[src/rtl/dense_serializer.sv]
// dense_serializer
//   Captures NUM_TREES signed 32-bit accumulator results in one beat. Each
//   result is requantized to a signed 8-bit pixel using a rounded arithmetic
//   right shift followed by saturation. The pixels are then streamed out one
//   per beat, tree 0 first.
//
// Ports
//   clock        rising-edge clock
//   reset        asynchronous active-low reset
//   acc_in       NUM_TREES x 32-bit signed results, tree i at [32*i+31:32*i]
//   load_valid   acc_in valid this cycle
//   load_ready   block can capture acc_in this cycle (combinational)
//   pixel_out    registered signed requantized pixel
//   pixel_valid  registered, pixel_out valid
//   pixel_ready  downstream accepts pixel_out
//   pixel_last   registered, high with the pixel for tree NUM_TREES-1
module dense_serializer #(
    parameter int NUM_TREES = 4,
    parameter int SHIFT     = 8,
    parameter int ROUND_EN  = 1
) (
    input  logic                      clock,
    input  logic                      reset,
    input  logic [32*NUM_TREES-1:0]   acc_in,
    input  logic                      load_valid,
    output logic                      load_ready,
    output logic [7:0]                pixel_out,
    output logic                      pixel_valid,
    input  logic                      pixel_ready,
    output logic                      pixel_last
);

    localparam int IW = (NUM_TREES > 1) ? $clog2(NUM_TREES) : 1;
    localparam logic [IW-1:0] LAST_IDX = IW'(NUM_TREES - 1);

    // Half-LSB rounding constant. The shift amount is clamped so that
    // SHIFT=0 never produces a negative shift, even in the unused branch.
    localparam logic signed [33:0] RND =
        (ROUND_EN != 0 && SHIFT > 0) ? (34'sd1 <<< ((SHIFT > 0) ? SHIFT - 1 : 0)) : 34'sd0;

    typedef enum logic {IDLE, SEND} state_t;

    state_t                        state_q, state_d;
    logic [NUM_TREES-1:0][31:0]    buf_q;
    logic [IW-1:0]                 index;
    logic [IW-1:0]                 next_idx;
    logic                          load_fire;
    logic                          beat_fire;

    // Two guard bits keep x + RND from overflowing at x = 0x7FFFFFFF.
    function automatic logic [7:0] requant(input logic [31:0] x);
        logic signed [33:0] s;
        s = signed'({{2{x[31]}}, x});
        s = s + RND;
        s = s >>> SHIFT;
        if (s > 34'sd127)
            return 8'h7F;
        else if (s < -34'sd128)
            return 8'h80;
        else
            return s[7:0];
    endfunction

    assign load_fire = load_valid && load_ready;
    assign beat_fire = pixel_valid && pixel_ready;
    assign next_idx  = index + IW'(1);

    always_ff @(posedge clock or negedge reset) begin
        if (!reset)
            state_q <= IDLE;
        else
            state_q <= state_d;
    end

    // load_ready is also gated by reset so it stays low while reset is held.
    always_comb begin
        state_d    = state_q;
        load_ready = 1'b0;
        case (state_q)
            IDLE: begin
                load_ready = reset;
                if (load_fire)
                    state_d = SEND;
            end
            SEND: begin
                // The last-beat transfer frees the buffer, so a new load can
                // land on that same edge without a bubble.
                load_ready = beat_fire && pixel_last;
                if (beat_fire && pixel_last && !load_valid)
                    state_d = IDLE;
            end
            default: state_d = IDLE;
        endcase
    end

    // Each pixel is requantized one cycle ahead of presentation, so the
    // outputs come straight from flops and hold steady under backpressure.
    always_ff @(posedge clock or negedge reset) begin
        if (!reset) begin
            buf_q       <= '0;
            index       <= '0;
            pixel_out   <= '0;
            pixel_valid <= 1'b0;
            pixel_last  <= 1'b0;
        end else if (load_fire) begin
            buf_q       <= acc_in;
            index       <= '0;
            pixel_out   <= requant(acc_in[31:0]);
            pixel_valid <= 1'b1;
            pixel_last  <= (NUM_TREES == 1);
        end else if (beat_fire) begin
            if (pixel_last) begin
                pixel_valid <= 1'b0;
                pixel_last  <= 1'b0;
            end else begin
                index       <= next_idx;
                pixel_out   <= requant(buf_q[next_idx]);
                pixel_last  <= (next_idx == LAST_IDX);
            end
        end
    end

endmodule

[config.mk]
export PLATFORM = sky130hd
export DESIGN_NAME = dense_serializer
export DESIGN_NICKNAME = d
export VERILOG_FILES = /design/src/rtl/dense_serializer.sv
export SDC_FILE = /design/constraint.sdc
export NUM_CORES = 1
export LEC_CHECK = 0
export ABC_AREA = 0
export CAP_MARGIN = 15
export CORE_ASPECT_RATIO = 0.5
export CORE_UTILIZATION = 48
export CTS_BUF_LIST = sky130_fd_sc_hd__clkbuf_8
export DETAILED_ROUTE_END_ITERATION = 10
export HOLD_SLACK_MARGIN = 0.02
export PLACE_DENSITY = 0.76
export SLEW_MARGIN = 40
export SYNTH_ARGS = -nofsm -noshare
export SYNTH_HDL_FRONTEND = slang
export SYNTH_SLANG_ARGS = --single-unit
[constraint.sdc]
create_clock -name clock -period 3.3 [get_ports clock]
set_input_delay 0.33 -clock clock [delete_from_list [all_inputs] [get_ports clock]]
set_output_delay 0.33 -clock clock [all_outputs]
set_load 0.02 [all_outputs]
==> results.ini, run 1 <==
[status]
status = finished with violations
violations = setup timing

[timing]
fin_skew_ns = 0.01399
hold_ws_ns = 0.02211
worst_slack_ns = -0.02334
max_slew_margin = 0.5302
fmaxAchievable_mhz = 300.9
finalSetupViolations = 4
rsz0062_at_grt = true
drv_slew = 0
tightestPinTransition_ns = 0.6973
period_minus_slack_ns = 3.323
setup-tns-final_ns = -0.03715
finalHoldViolCount = 0
fin_crit_sh = 1.007

[floorplanning]
io_pins = 143
core_um2 = 13550
dieArea_um2 = 14390
rows = 30
die_h_um = 85.33
initial_core_util = 0.4919
die_w_um = 168.6

[grt]
grt_max_degree = 63
overflow = 0
grt_usage = 0.2862
grt_pass1_wl_um = 31800
antenna_found_initial = 0
grt_pass1_vias = 6303

[logic_synthesis]
ys_warn_count = 0
async_flop_share = 1.000
syn_avg_cell_area_um2 = 8.634
synthCells = 772
seq_area_frac_synth = 0.4243
synth_top_area_frac = 0.4243
syn_area_um2 = 6665
yosysTopAreaCell = dfrtp_1
yosys_register_bits = 113
netlist_top_cells_area = dfrtp_1 (42%), nand2_1 (19%), mux4_2 (6.4%), xnor2_1 (2.5%), mux4_1 (2.4%)
syn_nets = 907
ys.flop_type = dfrtp_1
synth_edf_count = 0
ys_types = 69

[placed_design]
place_congestion = 0.8978
hpwl_um = 14080
port_buffers = 114
dp_slack_ns = -0.1842

[routing]
drcViolationCount = 0
drt_iter0_drc = 422
drt_wl_total_um = 19520
drt.antenna.violating_nets = 0
first_pass_iters = 8
routed-via-count = 6434
wire_per_inst_um = 16.38
vias_per_cell = 5.398

[cts]
htreeDepth = 4
cts_tree = done
ctsRootBufferMaster = clkbuf_8
clk_path_buf_depth = 2
clock_sinks = 113
clk_pin_slew_ns = 0.08
cts-buffers-inserted = 17
ctsHoldBuffers = 0
clk_latency_ns = 0.43

[layout]
drive_gt1_frac = 0.2110
antenna_cells_inserted = 0
layout_common_cells = nand2_1 (341), buf_4 (117), clkdlybuf4s50_1 (113)
utilization = 0.6864
area_growth_pct = 39.55
final_common_cell = nand2_1
nNetsFinal = 1122

[setup_path]
start_kind = flip-flop
crit_path_max_fanout = 6
worstSetupPathType = flip-flop to flip-flop
r2r-end = pixel_out[0]
cpPeakStageDelay_ns = 0.45
crit_slowest_cell = dfrtp_2
crit_top_cell = buf_12
reg2reg_from = index[0]
reg2regPathDepth = 13
rrSetupSlack_ns = -0.02
end_kind = flip-flop
path_cells = inv_4, ha_4, buf_12, buf_12, mux4_1, and3_4, nand4_4, nor3_4, xnor2_1, nand4_1, or3_4, o31a_1, o221a_1
worstPathRequired_ns = 3.62
cp_data_arrival_time_ns = 3.64

[flow_run]
maxCapViolCount = 0

[power_and_ir_drop]
vdd_drop_max_mv = 0.3997
powerDensity_nw_per_um2 = 895.5
p_leak_nw = 4.311

[worst_hold_path]
hold_class = input port to async pin

==> cells by family after synthesis <==
kind of cell / after synthesis / synth area share
DFF: 113 / 0.4243
buffers and inverters: 47 / 0.03473
and+or+nand+nor: 485 / 0.3332
xor gates and xnor gates: 28 / 0.03679
muxes: 28 / 0.09236
adders and majority gates: 3 / 0.005632
AOI/OAI and AO/OA: 68 / 0.07303
==> worst max-delay path: cells and delay by family (launching register included) <==
family                   cells  cell delay [ns]
AO/OA/AOI/OAI                2             0.60
multiplexers                 1             0.28
XOR/XNOR                     1             0.18
buffers and inverters        3             0.32
adder cells (fa/ha/maj)      1             0.23
AND/OR/NAND/NOR              5             1.15
flip-flops                   1             0.45
==> power by group <==
| part | leakage, nW | switching, mW | internal, mW | total (mW) |
|---|---|---|---|---|
| clock | 0.204 | 0.658 | 0.724 | 1.38 |
| combinational | 2.71 | 2.24 | 2.33 | 4.57 |
| sequential | 1.40 | 0.367 | 2.01 | 2.37 |
| total | 4.31 | 3.26 | 5.07 | 8.33 |
==> Yosys cell counts, drive strengths merged (2+ instances only) <==
cell and number:
nor2b 4, dfrtp 113, nor3b 5, xnor2 19
o221a 4, a22oi 4, o21a 2, nand4b 3
nor4b 4, o221ai 3, and4 4, o31a 2
nand3 28, o22ai 3, nand2b 2, a21oi 11
o21bai 2, nand3b 2, a31oi 5, or3 6
mux2i 3, nand2 344, clkbuf 31, nor4 8
nor3 17, ha 3, inv 6, mux4 25
o21ai 12, xor2 9, buf 10, a21o 5
and3 10, nor2 23, nand4 15, and2 6
a311oi 3
==> layer usage <==
metal	global-route usage	part of all wire	vias up	wire length (um)
li1	-	-	3086	-
met1	0.4036	0.48	3101	9339
met2	0.4598	0.45	226	8833
met3	0.05084	0.058	21	1138
met4	0.07438	0.011	0	211
met5	0	0	-	0
==> what timing repair did <==
action                                  in CTS  in global routing
endpoints found under the setup margin       4                  7
pin swaps                                    4                  5
gates resized for setup                      7                  8
buffers inserted                            12                  4
==> worst max path at each step <==
stage                          from      endpoint  slack (ns)
final                      index[0]  pixel_out[0]       -0.02
after global routing       index[0]  pixel_out[0]       -0.15
after CTS                  index[0]  pixel_out[0]       0.006
after detailed placement  acc_in[8]  pixel_out[5]       -0.18
after global placement    acc_in[7]  pixel_out[5]       -0.20
after floorplan            index[0]  pixel_out[1]       -0.10
==> registers in the layout (all words and copies together), names as in the netlist <==
| register | cells |
|---|---|
| buf_q | 100 |
| index | 2 |
| pixel_last | 1 |
| pixel_out | 8 |
| pixel_valid | 1 |
| state_q | 1 |
==> cell type report <==
cell class	instances	area [um^2]
sequential	113	2829
timing repair buffer	237	2127
inverter	6	25.02
tap	192	240.2
fill	1118	4249
multi-input combinational	612	3669
clock inverter	13	150.1
clock buffer	19	261.5
==> per-stage QoR <==
step	total power, mW	std cells	area [um^2]
after detailed placement	6.537	1144	8701
after floorplan	4.935	772	6715
after global routing	8.845	1192	9301
final	8.330	1192	9301
after CTS	8.166	1188	9228
after global placement	6.419	1144	8701
No activity file was read; power rests on OpenSTA's default activity.
==> run 2, diff against run 1 <==
Settings changed: CORE_ASPECT_RATIO 0.5 to not set.
==> results.ini, run 2 (synthesized netlist as in run 1, its figures left out) <==
[cts]
clock_sinks = 113
cts_tree = done
clk_latency_ns = 0.44
clk_pin_slew_ns = 0.07
cts-buffers-inserted = 17
htreeDepth = 4
ctsRootBufferMaster = clkbuf_8
clk_path_buf_depth = 2

[placed_design]
port_buffers = 114
place_congestion = 0.9322
hpwl_um = 13350
placed_area_um2 = 8488
placedCellCount = 1104

[status]
status = completed

[layout]
nNetsFinal = 1090
top_register = buf_q
final_common_cell = nand2_1
fin_cells = 1144
antenna_cells_inserted = 0
n_fill_cell = 1093
drive_gt1_frac = 0.1798
layout_common_cells = nand2_1 (343), clkdlybuf4s50_1 (113), dfrtp_1 (112)
fin_area_um2 = 9007
top_regs = buf_q (100), pixel_out (8), index (2)
area_growth_pct = 35.14
utilization = 0.6722
largest_reg_flops = 100

[timing]
fin_crit_sh = 0.9638
drv_slew = 0
hold_ws_ns = 0.07249
setup-tns-final_ns = 0
max_slew_margin = 0.5159
fin_skew_ns = 0.007932
finalHoldViolCount = 0
finalSetupViolations = 0
fmaxAchievable_mhz = 314.4
tightestPinTransition_ns = 0.7262
period_minus_slack_ns = 3.181

[grt]
grt_pass1_wl_um = 29970
grt_max_degree = 62
grt_pass1_vias = 6219
antenna_found_initial = 0
overflow = 0
grt_usage = 0.2694

[power_and_ir_drop]
powerDensity_nw_per_um2 = 879.1
vdd_drop_max_mv = 0.5299
p_leak_nw = 4.158

[routing]
drcViolationCount = 0
vias_per_cell = 5.381
routed-via-count = 6156
first_pass_iters = 5
wire_per_inst_um = 15.65
drt_wl_total_um = 17900
drt.antenna.violating_nets = 0
drt_iter0_drc = 492

[floorplanning]
die_w_um = 119.8
rows = 42
core_um2 = 13400
dieArea_um2 = 14360
initial_core_util = 0.4974
io_pins = 143
die_h_um = 119.8

[setup_path]
start_kind = flip-flop
cp_data_arrival_time_ns = 3.51
worstSetupPathType = flip-flop to flip-flop
end_kind = flip-flop
worstPathRequired_ns = 3.63
crit_path_max_fanout = 5

[worst_hold_path]
hold_class = input port to async pin

[flow_run]
maxCapViolCount = 0

run 2: cell count changes in the layout (fill, tap and decap cells not counted), sizes merged:
cell,before,now
clkinv,5,6
buf,124,92
inv,10,8
clkbuf,19,20
run 2: worst paths after layout:
check / slack, ns / cells past startpoint / start / to
setup / recovery: 0.12 / 12 / index[0] / pixel_out[0]
hold / removal: 0.07 / 2 / reset / buf_q[109]
setup reg to reg: 0.12 / 12 / index[0] / pixel_out[0]
hold reg to reg: 0.47 / 2 / buf_q[23] / buf_q[23]
max in group asynchronous: 2.27 / 3 / reset / buf_q[14]
min in group clock: 0.41 / 3 / acc_in[123] / buf_q[123]
run 2: repair_timing:
item / in CTS / in global routing
gates resized for setup: 2 / 13
hold buffers: 0 / 0
buffers inserted: 0 / 8
pin swaps: 0 / 2
endpoints found under the setup margin: 4 / 7
run 2: metal layers:
| metal | up-vias | wire, um | track usage |
|---|---|---|---|
| li1 | 3006 | - | - |
| met1 | 2896 | 7854 | 0.3513 |
| met2 | 218 | 8593 | 0.4328 |
| met3 | 36 | 1002 | 0.06036 |
| met4 | 0 | 452 | 0.1148 |
| met5 | - | 0 | 0 |
run 2: where the power goes:
group,switching [mW],leakage [nW],internal (mW)
registers,0.366,1.40,2.01
logic,2.10,2.55,2.15
clock network,0.568,0.207,0.718
run 2: worst max-delay path, cell delays in order, from the launching register on:
cell	delay [ns]
dfrtp_2	0.44
inv_4	0.07
ha_4	0.22
buf_4	0.15
mux4_2	0.28
nand3_4	0.14
nor4_4	0.31
nor3b_2	0.25
xnor2_1	0.15
nand4b_1	0.11
or3_4	0.41
o31a_1	0.31
o221a_1	0.23
run 2: stage by stage:
step	total power [mW]	setup WS (ns)
global placement	6.282	-0.0002434
floorplan	4.935	-0.1009
global route	8.490	-0.007282
CTS	7.716	0.0008964
detailed placement	6.387	-0.04336
finish	7.918	0.1195
run 2: area by class of cell:
cell class	instances	area, um^2	area share
well taps	176	220.2	0.02445
repair buffers	205	1862	0.2067
clock inverters	12	116.4	0.01292
flip-flops and latches	113	2829	0.3141
inverters	6	25.02	0.002778
multi-input cells	612	3680	0.4085
clock buffers	20	275.3	0.03056
